**src/rtl/memory_stage_pkg.sv**
```systemverilog
// Encodings shared with execute: one-hot opcode indices, load/store funct3 codes, FSM states.
// Also provides the `OPCODE_WIDTH header macro used by both stages.
`ifndef OPCODE_WIDTH
`define OPCODE_WIDTH 11
`endif

package memory_stage_pkg;

    localparam int unsigned OPCODE_WIDTH = `OPCODE_WIDTH;

    localparam int unsigned OP_RTYPE  = 0;
    localparam int unsigned OP_ITYPE  = 1;
    localparam int unsigned OP_LOAD   = 2;
    localparam int unsigned OP_STORE  = 3;
    localparam int unsigned OP_BRANCH = 4;
    localparam int unsigned OP_JAL    = 5;
    localparam int unsigned OP_JALR   = 6;
    localparam int unsigned OP_LUI    = 7;
    localparam int unsigned OP_AUIPC  = 8;
    localparam int unsigned OP_SYSTEM = 9;
    localparam int unsigned OP_FENCE  = 10;

    localparam logic [2:0] F3_LB  = 3'b000;
    localparam logic [2:0] F3_LH  = 3'b001;
    localparam logic [2:0] F3_LW  = 3'b010;
    localparam logic [2:0] F3_LBU = 3'b100;
    localparam logic [2:0] F3_LHU = 3'b101;
    localparam logic [2:0] F3_SB  = 3'b000;
    localparam logic [2:0] F3_SH  = 3'b001;
    localparam logic [2:0] F3_SW  = 3'b010;

    // funct3[1:0] carries the access size, funct3[2] the unsigned flag
    localparam logic [1:0] SZ_BYTE = 2'b00;
    localparam logic [1:0] SZ_HALF = 2'b01;
    localparam logic [1:0] SZ_WORD = 2'b10;

    typedef enum logic [1:0] {
        ST_IDLE,
        ST_BUSY,
        ST_DONE
    } state_t;

    function automatic logic [3:0] lane_sel(input logic [1:0] size, input logic [1:0] off);
        case (size)
            SZ_BYTE: lane_sel = 4'b0001 << off;
            SZ_HALF: lane_sel = 4'b0011 << {off[1], 1'b0};
            default: lane_sel = 4'b1111;
        endcase
    endfunction

    function automatic logic is_misaligned(input logic [1:0] size, input logic [1:0] off);
        is_misaligned = ((size == SZ_HALF) && off[0]) ||
                        ((size == SZ_WORD) && (off != 2'b00));
    endfunction

endpackage

```
**src/rtl/memory_stage_load_extend.sv**
```systemverilog
// Picks the addressed byte/half out of a bus word and sign- or zero-extends it.
module load_extend
    import memory_stage_pkg::*;
#(
    parameter int unsigned DWIDTH = 32
) (
    input  logic [1:0]        size_i,
    input  logic              sign_i,
    input  logic [1:0]        off_i,
    input  logic [DWIDTH-1:0] rdata_i,
    output logic [DWIDTH-1:0] data_o
);

    logic [7:0]  byte_v;
    logic [15:0] half_v;

    always_comb begin
        byte_v = rdata_i[{off_i, 3'b000} +: 8];
        // Half lane only looks at off[1], so odd offsets fall back to the aligned half
        half_v = rdata_i[{off_i[1], 4'b0000} +: 16];
        case (size_i)
            SZ_BYTE: data_o = {{(DWIDTH-8){sign_i & byte_v[7]}}, byte_v};
            SZ_HALF: data_o = {{(DWIDTH-16){sign_i & half_v[15]}}, half_v};
            default: data_o = rdata_i;
        endcase
    end

endmodule

```
**src/rtl/memory_stage.sv**
```systemverilog
// Memory stage: ALU pass-through, single-outstanding load/store bus master, writeback register.
// Define MEM_MISALIGN_TRAP_EN to trap misaligned half/word accesses instead of aligning them.
module memory_stage
    import memory_stage_pkg::*;
#(
    parameter int unsigned AWIDTH      = 5,
    parameter int unsigned DWIDTH      = 32,
    parameter int unsigned FUNCT_WIDTH = 3
) (
    input  logic                    me_clk,
    input  logic                    me_rst,
    input  logic [OPCODE_WIDTH-1:0] me_i_opcode,
    input  logic [FUNCT_WIDTH-1:0]  me_i_funct3,
    input  logic [DWIDTH-1:0]       me_i_alu_value,
    input  logic [DWIDTH-1:0]       me_i_data_rs2,
    input  logic [AWIDTH-1:0]       me_i_addr_rd,
    input  logic                    me_i_we_reg,
    input  logic                    me_i_ce,
    input  logic                    me_i_flush,
    input  logic                    me_i_stall,
    output logic                    me_o_stall,
    output logic                    me_o_mem_req,
    output logic                    me_o_mem_we,
    output logic [DWIDTH-1:0]       me_o_mem_addr,
    output logic [DWIDTH-1:0]       me_o_mem_wdata,
    output logic [3:0]              me_o_mem_sel,
    input  logic                    me_i_mem_ack,
    input  logic [DWIDTH-1:0]       me_i_mem_rdata,
    output logic [AWIDTH-1:0]       me_o_addr_rd,
    output logic [DWIDTH-1:0]       me_o_data_rd,
    output logic                    me_o_we_reg,
    output logic                    me_o_ce,
    output logic                    me_o_misalign
);

    state_t              state_q, state_d;
    logic                req_q, req_d;
    logic                mwe_q, mwe_d;
    logic [DWIDTH-1:0]   addr_q, addr_d;
    logic [3:0]          sel_q, sel_d;
    logic [DWIDTH-1:0]   wdata_q, wdata_d;
    logic [1:0]          size_q, size_d;
    logic                sign_q, sign_d;
    logic [1:0]          off_q, off_d;
    logic [AWIDTH-1:0]   rd_q, rd_d;
    logic                load_q, load_d;
    logic                kill_q, kill_d;
    logic [DWIDTH-1:0]   hold_q, hold_d;
    logic                wb_ce_q, wb_ce_d;
    logic [DWIDTH-1:0]   wb_data_q, wb_data_d;
    logic [AWIDTH-1:0]   wb_rd_q, wb_rd_d;
    logic                wb_we_q, wb_we_d;
    logic                wb_mis_q, wb_mis_d;

    logic                accept;
    logic                is_mem;
    logic [1:0]          size_in;
    logic [1:0]          off_in;
    logic [DWIDTH-1:0]   rdata_sel;
    logic [DWIDTH-1:0]   ext_data;
    logic                unused_opcode;

    assign unused_opcode = ^me_i_opcode;
    assign accept  = (state_q == ST_IDLE) && me_i_ce && !me_i_stall && !me_i_flush;
    assign is_mem  = me_i_opcode[OP_LOAD] | me_i_opcode[OP_STORE];
    assign size_in = me_i_funct3[1:0];
    assign off_in  = me_i_alu_value[1:0];

    assign rdata_sel = (state_q == ST_DONE) ? hold_q : me_i_mem_rdata;

    load_extend #(
        .DWIDTH (DWIDTH)
    ) u_load_extend (
        .size_i  (size_q),
        .sign_i  (sign_q),
        .off_i   (off_q),
        .rdata_i (rdata_sel),
        .data_o  (ext_data)
    );

    always_comb begin
        state_d   = state_q;
        req_d     = req_q;
        mwe_d     = mwe_q;
        addr_d    = addr_q;
        sel_d     = sel_q;
        wdata_d   = wdata_q;
        size_d    = size_q;
        sign_d    = sign_q;
        off_d     = off_q;
        rd_d      = rd_q;
        load_d    = load_q;
        kill_d    = kill_q;
        hold_d    = hold_q;
        wb_ce_d   = wb_ce_q;
        wb_data_d = wb_data_q;
        wb_rd_d   = wb_rd_q;
        wb_we_d   = wb_we_q;
        wb_mis_d  = wb_mis_q;

        // Writeback holds while downstream stalls, otherwise ce/we/misalign are pulses
        if (!me_i_stall) begin
            wb_ce_d  = 1'b0;
            wb_we_d  = 1'b0;
            wb_mis_d = 1'b0;
        end

        unique case (state_q)
            ST_IDLE: begin
                if (accept) begin
                    if (!is_mem) begin
                        wb_ce_d   = 1'b1;
                        wb_data_d = me_i_alu_value;
                        wb_rd_d   = me_i_addr_rd;
                        wb_we_d   = me_i_we_reg;
                    end
`ifdef MEM_MISALIGN_TRAP_EN
                    else if (is_misaligned(size_in, off_in)) begin
                        wb_ce_d   = 1'b1;
                        wb_data_d = me_i_alu_value;
                        wb_rd_d   = me_i_addr_rd;
                        wb_we_d   = 1'b0;
                        wb_mis_d  = 1'b1;
                    end
`endif
                    else begin
                        state_d = ST_BUSY;
                        req_d   = 1'b1;
                        mwe_d   = me_i_opcode[OP_STORE];
                        addr_d  = {me_i_alu_value[DWIDTH-1:2], 2'b00};
                        sel_d   = lane_sel(size_in, off_in);
                        case (size_in)
                            SZ_BYTE: wdata_d = {(DWIDTH/8){me_i_data_rs2[7:0]}};
                            SZ_HALF: wdata_d = {(DWIDTH/16){me_i_data_rs2[15:0]}};
                            default: wdata_d = me_i_data_rs2;
                        endcase
                        size_d  = size_in;
                        sign_d  = ~me_i_funct3[2];
                        off_d   = off_in;
                        rd_d    = me_i_addr_rd;
                        load_d  = me_i_opcode[OP_LOAD];
                        kill_d  = 1'b0;
                    end
                end
            end
            ST_BUSY: begin
                // A flush cannot abort the bus cycle; it only marks the result as dead
                kill_d = kill_q | me_i_flush;
                if (me_i_mem_ack) begin
                    req_d = 1'b0;
                    mwe_d = 1'b0;
                    if (me_i_stall) begin
                        hold_d  = me_i_mem_rdata;
                        state_d = ST_DONE;
                    end else begin
                        state_d = ST_IDLE;
                        if (!kill_d) begin
                            wb_ce_d   = 1'b1;
                            wb_data_d = load_q ? ext_data : '0;
                            wb_rd_d   = rd_q;
                            wb_we_d   = load_q;
                        end
                    end
                end
            end
            ST_DONE: begin
                kill_d = kill_q | me_i_flush;
                if (!me_i_stall) begin
                    state_d = ST_IDLE;
                    if (!kill_d) begin
                        wb_ce_d   = 1'b1;
                        wb_data_d = load_q ? ext_data : '0;
                        wb_rd_d   = rd_q;
                        wb_we_d   = load_q;
                    end
                end
            end
            default: state_d = ST_IDLE;
        endcase
    end

    always_ff @(posedge me_clk or negedge me_rst) begin
        if (!me_rst) begin
            state_q   <= ST_IDLE;
            req_q     <= 1'b0;
            mwe_q     <= 1'b0;
            addr_q    <= '0;
            sel_q     <= '0;
            wdata_q   <= '0;
            size_q    <= '0;
            sign_q    <= 1'b0;
            off_q     <= '0;
            rd_q      <= '0;
            load_q    <= 1'b0;
            kill_q    <= 1'b0;
            hold_q    <= '0;
            wb_ce_q   <= 1'b0;
            wb_data_q <= '0;
            wb_rd_q   <= '0;
            wb_we_q   <= 1'b0;
            wb_mis_q  <= 1'b0;
        end else begin
            state_q   <= state_d;
            req_q     <= req_d;
            mwe_q     <= mwe_d;
            addr_q    <= addr_d;
            sel_q     <= sel_d;
            wdata_q   <= wdata_d;
            size_q    <= size_d;
            sign_q    <= sign_d;
            off_q     <= off_d;
            rd_q      <= rd_d;
            load_q    <= load_d;
            kill_q    <= kill_d;
            hold_q    <= hold_d;
            wb_ce_q   <= wb_ce_d;
            wb_data_q <= wb_data_d;
            wb_rd_q   <= wb_rd_d;
            wb_we_q   <= wb_we_d;
            wb_mis_q  <= wb_mis_d;
        end
    end

    // Gated by reset so every output reads 0 while reset is held
    assign me_o_stall     = me_rst & ((state_q != ST_IDLE) | me_i_stall);
    assign me_o_mem_req   = req_q;
    assign me_o_mem_we    = mwe_q;
    assign me_o_mem_addr  = addr_q;
    assign me_o_mem_sel   = sel_q;
    assign me_o_mem_wdata = wdata_q;
    assign me_o_addr_rd   = wb_rd_q;
    assign me_o_data_rd   = wb_data_q;
    assign me_o_we_reg    = wb_we_q;
    assign me_o_ce        = wb_ce_q;
    assign me_o_misalign  = wb_mis_q;

endmodule

```
**config.mk**
```make
export PLATFORM = sky130hd
export DESIGN_NAME = memory_stage
export DESIGN_NICKNAME = d
export VERILOG_FILES = /design/src/rtl/memory_stage_pkg.sv /design/src/rtl/memory_stage_load_extend.sv /design/src/rtl/memory_stage.sv
export SDC_FILE = /design/constraint.sdc
export NUM_CORES = 1
export LEC_CHECK = 0
export ABC_CLOCK_PERIOD_IN_PS = 3700
export CAP_MARGIN = 5
export CORE_MARGIN = 1.5
export CORE_UTILIZATION = 30
export CTS_BUF_LIST = sky130_fd_sc_hd__clkbuf_8 sky130_fd_sc_hd__clkbuf_16
export DETAILED_ROUTE_END_ITERATION = 16
export GPL_TIMING_DRIVEN = 0
export HOLD_SLACK_MARGIN = 0.03
export SKIP_CTS_REPAIR_TIMING = 1
export SYNTH_ARGS = -nofsm -noshare
export SYNTH_HDL_FRONTEND = slang
export SYNTH_SLANG_ARGS = --single-unit
```
**constraint.sdc**
```tcl
create_clock -name me_clk -period 3.7 [get_ports me_clk]
set_input_delay 0.925 -clock me_clk [delete_from_list [all_inputs] [get_ports me_clk]]
set_output_delay 0.925 -clock me_clk [all_outputs]
set_load 0.02 [all_outputs]
```
==> results.json <==
{
  "crit_fanout": 8,
  "post-place-ws_ns": 0.0943,
  "worst-path-buf-inv": 2,
  "clkPwrFrac_pct": 21.2,
  "max_stage_delay_ns": 0.64,
  "cp_top_family": "buffers and inverters",
  "die-height_um": 161,
  "final_cell_mix": "clkdlybuf4s50_1 (219), dfrtp_1 (153), mux2_2 (87), nand2_1 (85), o21ai_0 (56)",
  "drive_gt1_share_pct": 18.0,
  "fin_nets": 1025,
  "avgViaCountPerCell": 4.96,
  "cp.required_ns": 2.77,
  "outcome": "finished, final reports clean",
  "overflow": 0,
  "antenna_left": 0,
  "setup.worst_path.start_class": "primary input",
  "synth.top_cell.area_share_pct": 50.9,
  "syn_avg_cell_area_um2": 11.5,
  "io_pins": 233,
  "cts_tree": "built",
  "tns_ns": 0,
  "timing.critical_path.mode_cell": "clkdlybuf4s50_1",
  "syn_area_um2": 7520,
  "period_share_pct": 92.1,
  "hold_violations": 0,
  "whs_ns": 0.360,
  "firstDrtPassIters": 4,
  "fin_skew_ns": 0.0113,
  "setup_viol": 0,
  "routed-via-count": 6126,
  "synth-edff-count": 0,
  "fin_ws_ns": 0.294,
  "rsz0062_at_grt": "no",
  "port_buffers": 220,
  "yosys.area.top_type": "dfrtp_1",
  "timing.slew.headroom_pct": 29.0,
  "final_util_pct": 44.4,
  "hpwl_mm": 18.4,
  "power_frac_seq_pct": 29.8,
  "power.density_nw_per_um2": 906,
  "synth_cell_types": 52,
  "clockBufferDepth": 2,
  "start_util_pct": 30.8,
  "cts-root-buf": "clkbuf_16",
  "grt_pass1_wl_mm": 37.1,
  "ys_seq_elements": 153,
  "grt_usage_pct": 19.0,
  "core_um2": 24500,
  "clk_pin_slew_ns": 0.07,
  "hp-class": "in2async",
  "maxCapViolCount": 0,
  "ys_seq_area_share_pct": 50.9,
  "p_sw_uw": 3770,
  "gp_congestion": 0.818,
  "max_freq_mhz": 294,
  "die_area_um2": 26000,
  "total_leakage_power_uw": 0.00455,
  "synth-async-reset-ratio_pct": 100,
  "insertion_delay_ns": 0.43,
  "ys.flop_type": "dfrtp_1",
  "tightest_slew_ns": 1.07,
  "crit_path_end_kind": "primary output",
  "drv_slew": 0,
  "combinationalPowerShare_pct": 49.0,
  "die_w_um": 161,
  "routedWlPerCell_um": 19.7,
  "synth_top_cells_by_area": "dfrtp_1 (51%), mux2_2 (13%), mux2i_1 (7.2%), nand2_1 (4.2%), o21ai_0 (3.7%)",
  "grt_max_degree": 118,
  "clock_sinks": 153,
  "crit_chain": "clkdlybuf4s50_1, nand2b_1, and2_1, clkdlybuf4s50_1",
  "drc": 0,
  "num_rows": 57,
  "irDropWorstVdd_v": 0.000356,
  "arrival_ns": 2.48,
  "htreeDepth": 4,
  "grt_pass1_vias": 6069,
  "yosys_warnings": 0,
  "internal_power_uw": 6080,
  "netlist_instances": 656,
  "cts_buffers": 17,
  "swShare_pct": 38.3,
  "synthToLayoutAreaGrowth_pct": 44.5,
  "crit_slowest_cell": "clkdlybuf4s50_1",
  "final_common_cell": "clkdlybuf4s50_1",
  "worstSetupPathType": "in2out",
  "drt-total-wl_mm": 24.4,
  "period_needed_ns": 3.41,
  "antenna_found_initial": 4,
  "drtIter0Drc": 390
}
-- per-stage QoR --
step | std cells | total power (µW) | instance area, µm²
floorplan | 658 | 5750 | 7530
detailed placement | 1203 | 7790 | 10200
finish | 1236 | 9850 | 10900
global route | 1235 | 10400 | 10900
CTS | 1233 | 9930 | 10900
global placement | 1202 | 7720 | 10100
-- synthesized netlist by cell type (5+ instances only) --
cell	n
a211oi_1	5
a21oi_1	19
a221o_1	8
a221oi_1	15
a2bb2oi_1	8
buf_2	12
buf_4	6
clkbuf_1	22
dfrtp_1	153
ha_1	5
inv_1	13
mux2_2	87
mux2i_1	54
mux4_2	7
nand2_1	85
nor2_1	26
nor3_1	11
nor3_2	10
o21ai_0	56
o221ai_1	7
-- area by class of cell --
type,count,area [µm²]
Antenna cell,3,7.51
Buffer,45,214
Clock buffer,19,453
Clock inverter,11,243
Fill cell,2326,13600
Inverter,13,48.8
Multi-Input combinational cell,447,3440
Sequential cell,153,3830
Tap cell,324,405
Timing Repair Buffer,221,2230
-- power groups by stage --
| stage | Combinational (µW) | Clock (µW) | Sequential, µW |
|---|---|---|---|
| 2_1_floorplan | 2190 | 0 | 3570 |
| 3_3_place_gp | 4790 | 0 | 2940 |
| 3_5_place_dp | 4830 | 0 | 2970 |
| 4_1_cts | 4860 | 2130 | 2940 |
| 5_1_grt | 5190 | 2200 | 3040 |
| 6_report | 4820 | 2090 | 2940 |
-- cell families after synthesis --
logic type | count (synthesis) | synth area share [%]
and+or+nand+nor | 156 | 10.0
DFF | 153 | 50.9
muxes | 148 | 22.3
AOI/OAI and AO/OA | 135 | 12.4
buffers and inverters | 58 | 3.49
adders and majority gates | 5 | 0.832
other | 1 | 0.0499
-- layer usage --
layer,share of wire (%),GRT usage [%]
met5,0.053,0
met1,45,25.9
met2,46,29.0
met3,6.4,4.98
met4,2.4,6.86
-- final timing paths --
path	cells past startpoint	endpoint	from	slack [ns]
max	4	me_o_stall	me_i_stall	0.29
min	1	me_o_mem_addr[20]$_DFFE_PN0P_	me_rst	0.36
max reg2reg	9	me_o_data_rd[23]$_DFFE_PN0P_	state_q[0]$_DFFE_PN0P_	0.78
min reg2reg	2	me_o_addr_rd[0]$_DFFE_PN0P_	me_o_addr_rd[0]$_DFFE_PN0P_	0.48
max in group asynchronous	2	rd_q[2]$_DFFE_PN0P_	me_rst	2.41
min in group me_clk	2	me_o_addr_rd[0]$_DFFE_PN0P_	me_o_addr_rd[0]$_DFFE_PN0P_	0.48
No activity file was read; power rests on OpenSTA's default activity.
